**config.mk**
```make
export PLATFORM = sky130hd
export DESIGN_NAME = bpress_arbiter
export DESIGN_NICKNAME = d
export VERILOG_FILES = /design/src/rtl/bpress_arbiter.sv
export SDC_FILE = /design/constraint.sdc
export NUM_CORES = 1
export LEC_CHECK = 0
export ABC_AREA = 1
export ABC_CLOCK_PERIOD_IN_PS = 4200
export CORE_MARGIN = 2
export CORE_UTILIZATION = 35
export DETAILED_ROUTE_END_ITERATION = 7
export GPL_ROUTABILITY_DRIVEN = 0
export PLACE_DENSITY = 0.54
export SKIP_LAST_GASP = 1
export SLEW_MARGIN = 20
export SYNTH_ARGS = -nofsm -noshare
export SYNTH_HDL_FRONTEND = slang
export SYNTH_SLANG_ARGS = --single-unit
export TNS_END_PERCENT = 50
```
**constraint.sdc**
```tcl
create_clock -name CLK -period 4.2 [get_ports CLK]
set_input_delay 0.84 -clock CLK [delete_from_list [all_inputs] [get_ports CLK]]
set_output_delay 0.84 -clock CLK [all_outputs]
set_load 0.1 [all_outputs]
```
**src/rtl/bpress_arbiter.sv**
```systemverilog
`default_nettype none
// ============================================================================
// Module      : bpress_arbiter
// Description : Latches shaped button presses, grants them round-robin and
//               queues the granted button IDs behind a valid/ready port.
// Revision    : 1.0  initial release
// ============================================================================
module bpress_arbiter #(
   parameter int N_BTN      = 4,
   parameter int ID_W       = 2,
   parameter int FIFO_DEPTH = 4
) (
   input  logic             CLK,
   input  logic             RST,
   input  logic [N_BTN-1:0] btn_pulse,
   input  logic             evt_ready,
   output logic             evt_valid,
   output logic [ID_W-1:0]  evt_id,
   output logic [N_BTN-1:0] pending,
   output logic             overflow
);

   localparam int c_PTR_W = $clog2(FIFO_DEPTH);
   localparam int c_CNT_W = c_PTR_W + 1;
   localparam logic [c_CNT_W-1:0] c_FULL = c_CNT_W'(FIFO_DEPTH);
   localparam logic [ID_W:0]      c_NBTN = (ID_W+1)'(N_BTN);
   localparam logic [ID_W-1:0]    c_LAST = ID_W'(N_BTN - 1);

   logic [N_BTN-1:0]   r_pend;
   logic [ID_W-1:0]    r_rr_ptr;
   logic [c_PTR_W-1:0] r_wr_ptr;
   logic [c_PTR_W-1:0] r_rd_ptr;
   logic [c_CNT_W-1:0] r_count;
   logic [ID_W-1:0]    r_mem [FIFO_DEPTH];
   logic               r_overflow;

   logic [2*N_BTN-1:0] w_dbl;
   logic [N_BTN-1:0]   w_rot;
   logic               w_can_push;
   logic               w_found;
   logic               w_grant;
   logic [ID_W-1:0]    w_ofs;
   logic [ID_W:0]      w_sum;
   logic [ID_W-1:0]    w_gnt_id;
   logic [ID_W-1:0]    w_rr_next;
   logic [N_BTN-1:0]   w_gnt_vec;
   logic [N_BTN-1:0]   w_pend_next;
   logic               w_drop;
   logic               w_pop;

   assign w_can_push = (r_count < c_FULL);
   assign w_pop      = evt_valid && evt_ready;

   // Rotate pending so the search always starts at bit 0 of w_rot.
   assign w_dbl = {r_pend, r_pend} >> r_rr_ptr;
   assign w_rot = w_dbl[N_BTN-1:0];

   always_comb begin
      w_found = 1'b0;
      w_ofs   = '0;
      for (int k = 0; k < N_BTN; k++) begin
         if (!w_found && w_rot[k]) begin
            w_found = 1'b1;
            w_ofs   = ID_W'(k);
         end
      end
   end

   assign w_grant  = w_found && w_can_push;
   assign w_sum    = {1'b0, r_rr_ptr} + {1'b0, w_ofs};

   always_comb begin
      w_gnt_id = '0;
      if (w_sum >= c_NBTN) begin
         w_gnt_id = ID_W'(w_sum - c_NBTN);
      end else begin
         w_gnt_id = w_sum[ID_W-1:0];
      end
   end

   assign w_rr_next = (w_gnt_id == c_LAST) ? '0 : w_gnt_id + 1'b1;

   // A new pulse on a bit takes priority over the grant clearing it.
   always_comb begin
      w_gnt_vec   = '0;
      w_pend_next = r_pend;
      w_drop      = 1'b0;
      for (int i = 0; i < N_BTN; i++) begin
         w_gnt_vec[i] = w_grant && (w_gnt_id == ID_W'(i));
         if (btn_pulse[i] && r_pend[i] && !w_gnt_vec[i]) begin
            w_drop = 1'b1;
         end else if (btn_pulse[i]) begin
            w_pend_next[i] = 1'b1;
         end else if (w_gnt_vec[i]) begin
            w_pend_next[i] = 1'b0;
         end
      end
   end

   always_ff @(posedge CLK) begin
      if (RST) begin
         r_pend     <= '0;
         r_rr_ptr   <= '0;
         r_wr_ptr   <= '0;
         r_rd_ptr   <= '0;
         r_count    <= '0;
         r_overflow <= 1'b0;
         for (int j = 0; j < FIFO_DEPTH; j++) begin
            r_mem[j] <= '0;
         end
      end else begin
         r_pend <= w_pend_next;
         if (w_drop) begin
            r_overflow <= 1'b1;
         end
         if (w_grant) begin
            r_mem[r_wr_ptr] <= w_gnt_id;
            r_wr_ptr        <= r_wr_ptr + 1'b1;
            r_rr_ptr        <= w_rr_next;
         end
         if (w_pop) begin
            r_rd_ptr <= r_rd_ptr + 1'b1;
         end
         case ({w_grant, w_pop})
            2'b10:   r_count <= r_count + 1'b1;
            2'b01:   r_count <= r_count - 1'b1;
            default: r_count <= r_count;
         endcase
      end
   end

   assign evt_valid = (r_count != '0);
   assign evt_id    = r_mem[r_rd_ptr];
   assign pending   = r_pend;
   assign overflow  = r_overflow;

endmodule
`default_nettype wire
```
==> summary.md <==
| Metric | Value |
|---|---|
| Worst path max stage delay | `1.14 ns` |
| Initial core utilization | `35.7%` |
| Post-cts resize count | `0` |
| Initial detailed-routing violation count | `35` |
| Post-CTS setup buffer count | `0` |
| Clk_lat worst skew | `0.26 ns` |
| DRC | `0` |
| Number of I/O port buffers | `14` |
| Crit path arrival time | `2.12 ns` |
| RSZ-0062 raised after global routing | `no` |
| Nets | `194` |
| Global-route wire length before repair | `4400 um` |
| R2R Setup Slk | `1.86 ns` |
| Initial antenna violation count | `0` |
| Most frequent cells in the layout | `nand2_1, inv_1, nor2_1` |
| Root Buffer | `clkbuf_8` |
| Critical path's top delay family | `buffers and inverters` |
| Max Fclk | `0.338 GHz` |
| Top Usage Layer GRT | `met2` |
| Final Hold Viols | `0` |
| TritonCTS clock tree | `done` |
| M3 GR Usage | `3.99%` |
| Tcrit/Tclk final | `70.4%` |
| Sequential fraction of the synthesis area | `43.5%` |
| Crit-path max FO | `9` |
| Worst Max-Slew Pin Slew | `0.989 ns` |
| Total wire length | `2340 um` |
| Met1 GRT Util | `14.3%` |
| Post-Syn Area | `1290 um^2` |
| Grt total ovfl | `0` |
| Commonest non-fill, non-tap cell in the layout | `nand2_1` |
| Cts hold-fix bufs | `0` |
| Setup TNS Final | `0 ns` |
| Worst Skew | `0.00516 ns` |
| Post-Syn Nets | `175` |
| Share of layout cells above drive strength 1 | `10.6%` |
| Met2 Track Usage GR | `25.1%` |
| GRT Overall Usage | `13.4%` |
| Rows | `22` |
| Top Ports | `15` |
| Antenna Nets Post-Route | `0` |
| Max transition margin | `33.9%` |
| Largest net degree at the start of global routing | `15` |
| Antenna diodes | `0` |
| Die width | `64.7 um` |
| Cell Area, Placed | `1490 um^2` |
| CTS sink cnt | `24` |
| Vias per cell | `4.66` |
| TritonCTS Buffers | `3` |
| TritonRoute pass-1 iters | `4` |
| Cell area after layout | `1560 um^2` |
| H-tree depth | `1` |
| Final setup viols | `0` |
| Mean Syn Cell Area | `8.00 um^2` |
| Type of the worst setup path | `reg -> out` |
| Worst setup SP type | `flip-flop` |
| Distinct cells, synth | `23` |
| Die Y-Extent | `64.7 um` |
| Post-layout minimum cycle time | `2.96 ns` |
| CP cell instances | `clkinv_1 > nand3_1 > clkdlybuf4s50_1` |
| HP Class | `reg -> reg` |
| Synth-to-Final Area Change | `21.1%` |
| Max Cap Viol | `0` |
| Worst path slowest cell | `clkdlybuf4s50_1` |
| Vias post-DR | `1057` |
| WP buf/inv | `2` |
| Die area | `4180 um^2` |
| Synth warn | `0` |
| Crit path required time | `3.36 ns` |
| Final HPWL DP | `1910 um` |
| Worst Setup End Kind | `output pin` |
| Number of global-route vias before repair | `1080` |
| Placeable Area | `3610 um^2` |
| Longest Clk Path Bufs | `2` |
| Reg clk slew, reported paths | `0.08 ns` |
| Status | `finished clean` |
| Synthesized flop and latch total | `24` |
| Syn Inst Count | `161` |
| WL per Instance | `10.3 um` |
| Slew Limit Fails | `0` |
## cell usage after synthesis
master	n	area (um^2)
a21boi_0	1	7.51
a21oi_1	12	60.1
clkinv_1	1	3.75
dfxtp_1	16	320
edfxtp_1	8	240
fa_1	1	20.0
ha_1	6	75.1
inv_1	21	78.8
inv_2	4	15.0
inv_4	1	6.26
nand2_1	27	101
nand2_2	3	18.8
nand2_4	2	22.5
nand3_1	15	75.1
nand3_2	2	20.0
nor2_1	19	71.3
nor2_4	1	11.3
nor2_8	1	20.0
o21ai_0	14	70.1
o21bai_1	1	7.51
o22ai_1	3	18.8
xnor2_1	1	8.76
xor2_2	1	16.3
## cell families (layout without fill, tap and decap cells)
kind of cell / Yosys count / after routing / synth area share (%)
DFF: 24 / 24 / 43.5
adders and majority gates: 7 / 7 / 7.38
xor gates and xnor gates: 2 / 2 / 1.94
and+or+nand+nor: 70 / 70 / 26.4
buffers and inverters: 27 / 45 / 8.06
AOI/OAI and AO/OA: 31 / 31 / 12.7
## per-layer routing
metal,up-vias,wire [um]
li1,558,-
met1,472,1050
met2,22,1160
met3,5,107
met4,0,27
met5,-,0
## through the flow
stage                     hold slack, ns  setup WS [ns]  utilization (%)  cells
after floorplan                    0.422           1.41                -    161
after global placement             0.441           1.53             41.3    223
after detailed placement           0.443           1.52             41.3    223
after CTS                          0.455           1.22             43.3    227
after global routing               0.502           1.14             43.3    227
final                              0.450           1.24             43.3    227
## sequential cells by signal, indices dropped and copies added (netlist names), named ones only
register	count
pending	4
r_rd_ptr	2
overflow	1
r_count	3
r_mem	8
r_wr_ptr	2
r_rr_ptr	2
## cell type report
class                      instances  area (um^2)
clock inverter                     1         30.0
clock buffer                       3         41.3
multi-input combinational        110          624
fill                             371         2050
inverter                          27          104
tap                               48         60.1
sequential                        24          561
timing repair buffer              14          140
## path summary, 6_finish.rpt
check / to / cells after the start / startpoint
setup reg to reg: overflow / 15 / r_rr_ptr[0]
setup / recovery: evt_valid / 3 / r_count[2]
hold / removal: r_count[0] / 1 / r_count[0]
hold reg to reg: r_count[0] / 1 / r_count[0]
Power is left out: the tool's default activity adds up to more than one toggle a clock period on the data nets, which glitch-free logic cannot reach.
